--- src/rtl/rx_serial_7e1_pkg.sv ---
// Shared definitions for the 7E1 serial link (receiver and transmitter).
// State codes double as the db_estado debug encoding.
package rx_tx_7e1_pkg;

    localparam int DATA_BITS = 7;
    localparam int M_DEFAULT = 434;
    localparam int N_DEFAULT = 9;

    localparam logic [3:0] S_IDLE     = 4'd0;
    localparam logic [3:0] S_START    = 4'd1;
    localparam logic [3:0] S_DADOS    = 4'd2;
    localparam logic [3:0] S_PARIDADE = 4'd3;
    localparam logic [3:0] S_PARADA   = 4'd4;
    localparam logic [3:0] S_ARMAZENA = 4'd5;

endpackage

--- src/rtl/rx_serial_7e1_if.sv ---
// Serial line, consumer acknowledge and received-character bundle.
interface rx_serial_7e1_if;
    import rx_tx_7e1_pkg::*;

    logic                 entrada_serial;
    logic                 recebe;
    logic [DATA_BITS-1:0] dados_ascii;
    logic                 pronto;
    logic                 tem_dado;
    logic                 erro_paridade;
    logic                 erro_parada;
    logic                 erro_overrun;
    logic [3:0]           db_estado;

    modport master (
        output entrada_serial, recebe,
        input  dados_ascii, pronto, tem_dado,
        input  erro_paridade, erro_parada, erro_overrun, db_estado
    );

    modport slave (
        input  entrada_serial, recebe,
        output dados_ascii, pronto, tem_dado,
        output erro_paridade, erro_parada, erro_overrun, db_estado
    );

endinterface

--- src/rtl/rx_serial_7e1_contador_m.sv ---
// Bit-timing counter: wraps at M-1; meio flags half a bit, fim a full bit.
module contador_m #(
    parameter int M = 434,
    parameter int N = 9
) (
    input  logic clock,
    input  logic reset,
    input  logic zera_s,
    input  logic conta,
    output logic fim,
    output logic meio
);

    localparam logic [N-1:0] ULTIMO = N'(M - 1);
    localparam logic [N-1:0] METADE = N'(M / 2 - 1);

    logic [N-1:0] q;

    always_ff @(posedge clock) begin
        if (reset || zera_s) begin
            q <= '0;
        end else if (conta) begin
            q <= (q == ULTIMO) ? '0 : q + N'(1);
        end
    end

    assign fim  = (q == ULTIMO);
    assign meio = (q == METADE);

endmodule

--- src/rtl/rx_serial_7e1.sv ---
// 7E1 UART receiver: start, 7 data bits LSB first, even parity, one stop.
module rx_serial_7e1
    import rx_tx_7e1_pkg::*;
#(
    parameter int M = M_DEFAULT,
    parameter int N = N_DEFAULT
) (
    input  logic           clock,
    input  logic           reset,
    rx_serial_7e1_if.slave bus
);

    logic [1:0]           sync;
    logic                 linha;
    logic                 linha_ant;
    logic [3:0]           estado;
    logic [2:0]           idx;
    logic [DATA_BITS-1:0] dados;
    logic                 erro_p;
    logic                 zera;
    logic                 conta;
    logic                 fim;
    logic                 meio;
    logic                 armazena;

    logic [DATA_BITS-1:0] dados_r;
    logic                 tem_r;
    logic                 ep_r;
    logic                 es_r;
    logic                 ov_r;

    always_ff @(posedge clock) begin
        if (reset) begin
            sync      <= 2'b11;
            linha_ant <= 1'b1;
        end else begin
            sync      <= {sync[0], bus.entrada_serial};
            linha_ant <= sync[1];
        end
    end

    assign linha = sync[1];

    contador_m #(.M(M), .N(N)) u_contador (
        .clock  (clock),
        .reset  (reset),
        .zera_s (zera),
        .conta  (conta),
        .fim    (fim),
        .meio   (meio)
    );

    always_comb begin
        zera  = 1'b0;
        conta = 1'b0;
        unique case (estado)
            S_START: begin
                conta = 1'b1;
                zera  = meio;
            end
            S_DADOS, S_PARIDADE, S_PARADA: conta = 1'b1;
            default: zera = 1'b1;
        endcase
    end

    always_ff @(posedge clock) begin
        if (reset) begin
            estado <= S_IDLE;
            idx    <= '0;
            dados  <= '0;
            erro_p <= 1'b0;
        end else begin
            unique case (estado)
                S_IDLE: begin
                    // Edge, not level: a held break must not re-trigger.
                    if (linha_ant && !linha) estado <= S_START;
                end
                S_START: begin
                    if (meio) begin
                        estado <= linha ? S_IDLE : S_DADOS;
                        idx    <= '0;
                    end
                end
                S_DADOS: begin
                    if (fim) begin
                        dados[idx] <= linha;
                        if (idx == 3'(DATA_BITS - 1)) estado <= S_PARIDADE;
                        else idx <= idx + 3'd1;
                    end
                end
                S_PARIDADE: begin
                    if (fim) begin
                        erro_p <= (^dados) ^ linha;
                        estado <= S_PARADA;
                    end
                end
                S_PARADA: begin
                    if (fim) estado <= S_ARMAZENA;
                end
                default: estado <= S_IDLE;
            endcase
        end
    end

    // Results load as ARMAZENA is entered so they are valid alongside pronto.
    assign armazena = (estado == S_PARADA) && fim;

    always_ff @(posedge clock) begin
        if (reset) begin
            dados_r <= '0;
            tem_r   <= 1'b0;
            ep_r    <= 1'b0;
            es_r    <= 1'b0;
            ov_r    <= 1'b0;
        end else if (armazena) begin
            dados_r <= dados;
            ep_r    <= erro_p;
            es_r    <= ~linha;
            tem_r   <= 1'b1;
            ov_r    <= (ov_r | tem_r) & ~bus.recebe;
        end else if (bus.recebe) begin
            tem_r <= 1'b0;
            ov_r  <= 1'b0;
        end
    end

    assign bus.dados_ascii   = dados_r;
    assign bus.tem_dado      = tem_r;
    assign bus.erro_paridade = ep_r;
    assign bus.erro_parada   = es_r;
    assign bus.erro_overrun  = ov_r;
    assign bus.pronto        = (estado == S_ARMAZENA);
    assign bus.db_estado     = estado;

endmodule

--- src/flat_wrapper.sv ---
// flat-port wrapper written by rule: the top's interface ports become plain ports
module rx_serial_7e1_flat import rx_tx_7e1_pkg::*;
#(
    parameter int M = M_DEFAULT,
    parameter int N = N_DEFAULT
)
  (clock, reset, bus_entrada_serial, bus_recebe, bus_dados_ascii, bus_pronto, bus_tem_dado, bus_erro_paridade, bus_erro_parada, bus_erro_overrun, bus_db_estado);
  rx_serial_7e1_if bus_i ();
  input  logic clock;
  input  logic reset;
  input wire logic [$bits(bus_i.entrada_serial)-1:0] bus_entrada_serial;
  input wire logic [$bits(bus_i.recebe)-1:0] bus_recebe;
  output wire logic [$bits(bus_i.dados_ascii)-1:0] bus_dados_ascii;
  output wire logic [$bits(bus_i.pronto)-1:0] bus_pronto;
  output wire logic [$bits(bus_i.tem_dado)-1:0] bus_tem_dado;
  output wire logic [$bits(bus_i.erro_paridade)-1:0] bus_erro_paridade;
  output wire logic [$bits(bus_i.erro_parada)-1:0] bus_erro_parada;
  output wire logic [$bits(bus_i.erro_overrun)-1:0] bus_erro_overrun;
  output wire logic [$bits(bus_i.db_estado)-1:0] bus_db_estado;
  assign bus_i.entrada_serial = bus_entrada_serial;
  assign bus_i.recebe = bus_recebe;
  assign bus_dados_ascii = bus_i.dados_ascii;
  assign bus_pronto = bus_i.pronto;
  assign bus_tem_dado = bus_i.tem_dado;
  assign bus_erro_paridade = bus_i.erro_paridade;
  assign bus_erro_parada = bus_i.erro_parada;
  assign bus_erro_overrun = bus_i.erro_overrun;
  assign bus_db_estado = bus_i.db_estado;
  rx_serial_7e1 #(.M(M), .N(N)) u_core (.clock(clock), .reset(reset), .bus(bus_i));
endmodule
--- config.mk ---
export PLATFORM = sky130hd
export DESIGN_NAME = rx_serial_7e1_flat
export DESIGN_NICKNAME = d
export VERILOG_FILES = /design/src/rtl/rx_serial_7e1_pkg.sv /design/src/rtl/rx_serial_7e1_if.sv /design/src/rtl/rx_serial_7e1_contador_m.sv /design/src/rtl/rx_serial_7e1.sv /design/src/flat_wrapper.sv
export SDC_FILE = /design/constraint.sdc
export NUM_CORES = 1
export LEC_CHECK = 0
export CAP_MARGIN = 40
export CORE_ASPECT_RATIO = 0.7
export CORE_UTILIZATION = 59
export DETAILED_ROUTE_END_ITERATION = 8
export GPL_ROUTABILITY_DRIVEN = 0
export PLACE_DENSITY = 0.87
export SETUP_SLACK_MARGIN = 0.2
export SYNTH_ARGS = -nofsm -noshare
export SYNTH_HDL_FRONTEND = slang
export SYNTH_HIERARCHICAL = 1
export SYNTH_SLANG_ARGS = --single-unit
--- constraint.sdc ---
create_clock -name clock -period 3.6 [get_ports clock]
set_clock_uncertainty 0.15 [all_clocks]
set_input_delay 0.72 -clock clock [delete_from_list [all_inputs] [get_ports clock]]
set_output_delay 0.72 -clock clock [all_outputs]
set_load 0.03 [all_outputs]
==> summary.txt <==
Global route
  • GRT Util Overall: 26.01%
  • Total grt overflow: 0
  • First-pass GRT wire length: 5.913 mm
  • Vias in the first global route: 1238
  • Initial antenna violation count: 0
  • Largest net degree at the start of global routing: 16

Critical path
  • Worst EP required: 2730 ps
  • Startpoint Class: flop
  • Top delay family on crit path: buffers and inverters
  • Worst reg2reg path depth: 8
  • Crit path largest cell delay: 660 ps
  • Buf+Inv Stages, Crit Path: 1
  • R2r setup slk: 1020 ps
  • Reg2reg end: u_core/dados[4]
  • CP endpoint kind: output port
  • Crit-path cells: and3b_1, clkdlybuf4s50_1
  • Worst-path fanout max: 15
  • CP arrival: 1740 ps
  • Crit Path Class: flop to output port
  • CP max stage cell: clkdlybuf4s50_1
  • Origin of the critical flop-to-flop path: u_core/u_contador/q[0]

Clock network
  • Worst-skew pair later-pin latency: 300 ps
  • CTS tree: built
  • Inserted Clock Buffers: 5
  • H-Tree Depth: 2
  • # hold bufs at CTS: 0
  • Reg clk slew, reported paths: 70 ps
  • Total clock sinks: 37
  • Clock Tree Root: clkbuf_8
  • Post-CTS setup buffers: 0
  • Clk buf depth: 2
  • Post-CTS Resized: 0

Timing
  • Fin crit share: 72.52%
  • Final setup vio count: 0
  • Setup_tns: 0 ps
  • Worst-margin pin slew: 683.8 ps
  • Pins Over Slew Limit: 0
  • RSZ-0062 raised after global routing: false
  • Worst slew margin: 54.08%
  • Period minus WS final: 2611 ps
  • Max Freq: 383.0 MHz
  • Final Hold Fails: 0

Logic synthesis
  • Synth Area in XOR/XNOR: 6.359%
  • Ys async rst share: 0%
  • Cell variety after synth: 45
  • Post-synth top area share: 41.37%
  • Gate Count Post-Synth: 200
  • Number of flops mapped to enable cells by yosys: 0
  • Mux share of post-synthesis cell area: 4.472%
  • Syn_nets: 209
  • Synth Area in Adders: 3.494%
  • Synth Area in Compound Gates: 11.39%
  • Largest cells by area after synthesis: dfxtp_1, a21oi_1, nand2_1, mux2i_1, xnor2_1
  • Simple-Gate Fraction of Synth Area: 27.53%
  • Synth warn: 6
  • Register area share after synthesis: 41.37%
  • Synthesized flop and latch total: 37
  • Post-synth top area cell: dfxtp_1
  • Largest family of logic cells by synthesized area: simple AND/OR/NAND/NOR gates
  • Post-Syn Area: 1790 um2
  • Post-Syn Area per Cell: 8.952 um2
  • Synth Flop Type: dfxtp_1

Detailed routing
  • Routed Antenna Nets: 0
  • WL/cell: 15.26 um
  • Drt pass-1 iters: 4
  • Drt via density: 5.766
  • DRC viols: 0
  • Initial DRC Count: 79
  • Routed WL: 3.845 mm
  • Vias: 1453

Pwr
  • Switching share of power: 22.90%
  • Max VDD drop: 0.0002141 V
  • Flop pwr share: 55.4%
  • Psw: 171.4 uW
  • Combinational fraction of design power: 3.4%
  • Internal power: 577.1 uW
  • P_leak: 0.0006376 uW
  • PwrDens: 362.6 nW/um2
  • Clk pwr share: 41.1%

Hold path
  • Endpoint, Worst Hold: u_core/sync[1]
  • Worst hold path startpoint: u_core/sync[0]
  • Min-delay worst type: flop to flop
  • Hold-critical path depth: 1

Run status
  • Status: finished clean

Floorplan
  • Rows: 16
  • Starting density of the core: 62.98%
  • Die ar.: 3262 um2
  • Ports: 20
  • Die Span X: 67.84 um
  • Die Ht: 48.09 um
  • Core area: 2843 um2

Finish
  • # nets final: 224
  • Layout cell share with drive strength beyond 1: 12.04%
  • Cell area after layout: 2064 um2
  • Layout area overhead: 15.30%
  • Ant. Diodes: 0
  • Fillers: 207

Place
  • Port bufs: 18
  • Post-DP HPWL: 2.545 mm
  • Dpl cell area: 1968 um2

Flow run
  • Maxcap violations: 0
[kinds of logic (layout without fill, tap and decap cells)]
kind of cell | Yosys count | after routing
adders and majority gates | 5 | 5
muxes | 8 | 8
and+or+nand+nor | 85 | 85
buffers and inverters | 19 | 35
xor gates and xnor gates | 13 | 13
DFF | 37 | 37
other | 1 | 1
AOI/OAI and AO/OA | 32 | 32
[cell usage in the layout, fill, tap and decap left out, types with 2 or more instances in the layout]
cell type,netlist,layout
or3_1,3,3
xor2_1,4,4
nand4_1,2,2
or2_2,3,3
clkdlybuf4s50_1,0,18
inv_1,5,5
clkbuf_8,0,6
nor4b_2,2,2
ha_1,5,5
xnor2_1,9,9
mux2i_1,8,8
dfxtp_1,37,37
nor3_1,6,6
nor4_1,4,4
nand2_1,25,25
a21oi_1,20,20
nor2_1,19,19
nand2b_1,4,4
o21ai_0,4,4
nand4bb_1,2,2
o31ai_1,2,2
buf_4,5,3
[routing by layer]
metal	GRT usage (%)	up-vias	routed length, um
met5	0	-	0
met4	12.92	0	63
met3	7.477	10	251
met2	42.57	49	1800
met1	32.24	671	1731
li1	-	723	-
[final cells by class]
class	instances	area (um2)	share of cell area, %
multi-input cells	144	957.2	46.36
flip-flops and latches	37	740.7	35.88
repair buffers	21	202.7	9.818
clock buffers	6	82.58	4.000
well taps	36	45.04	2.182
inverters	6	22.52	1.091
clock inverters	2	13.76	0.6667
[power by group through the flow]
stage	Sequential (uW)	Clock, uW	Combinational, uW
2_1_floorplan	423	0	20.7
3_3_place_gp	424	0	24.5
3_5_place_dp	425	0	25.3
4_1_cts	415	310	25.4
5_1_grt	415	328	27.5
6_report	415	308	25.7
[synth_stat cells, types with 2 or more instances]
cell type	number
clkbuf_1	6
nand4bb_1	2
o31ai_1	2
nor3_1	6
nand4_1	2
inv_1	5
buf_2	2
buf_4	5
or2_2	3
xor2_1	4
nor4_1	4
ha_1	5
o21ai_0	4
dfxtp_1	37
mux2i_1	8
xnor2_1	9
nor2_1	19
nand2b_1	4
or3_1	3
nor4b_2	2
nand2_1	25
a21oi_1	20
[worst max path at each step]
stage | from | endpoint | slack [ps] | cells after the start
after floorplan | u_core/u_contador/q[0] | u_core/dados[4] | 1390 | 8
after global placement | u_core/u_contador/q[0] | u_core/dados[0] | 1270 | 8
after detailed placement | u_core/bus.db_estado[0] | u_core/u_contador/q[0] | 1100 | 5
after CTS | u_core/bus.db_estado[0] | bus_pronto | 990 | 2
after global routing | u_core/u_contador/q[0] | u_core/dados[4] | 840 | 8
final | u_core/bus.db_estado[0] | bus_pronto | 990 | 2
[worst reg2reg max path, delay by kind of cell (launching register included)]
kind,cells,cell delay (ps)
multiplexers,1,300
buffers and inverters,1,180
flip-flops,1,420
adder cells (fa/ha/maj),1,210
AND/OR/NAND/NOR,5,1200
[flip-flops by register name, indices dropped and copies added (netlist names), 2 cells and up]
signal,cells
u_core/bus.dados_ascii,7
u_core/sync,2
u_core/dados,7
u_core/u_contador/q,9
u_core/bus.db_estado,3
u_core/idx,3
[through the flow]
step | std cells | setup slack (ps) | utilization, % | power, uW | hold WS (ps)
final | 252 | 989.1 | 72.62 | 748.5 | 267.2
after global routing | 252 | 837.5 | 72.62 | 770.7 | 285.3
after floorplan | 200 | 1390 | - | 443.9 | 239.5
after CTS | 252 | 986.6 | 72.62 | 750.0 | 272.8
after global placement | 244 | 1266 | 69.23 | 448.6 | 250.8
after detailed placement | 244 | 1095 | 69.23 | 449.9 | 255.0
No activity file was read; power rests on OpenSTA's default activity.
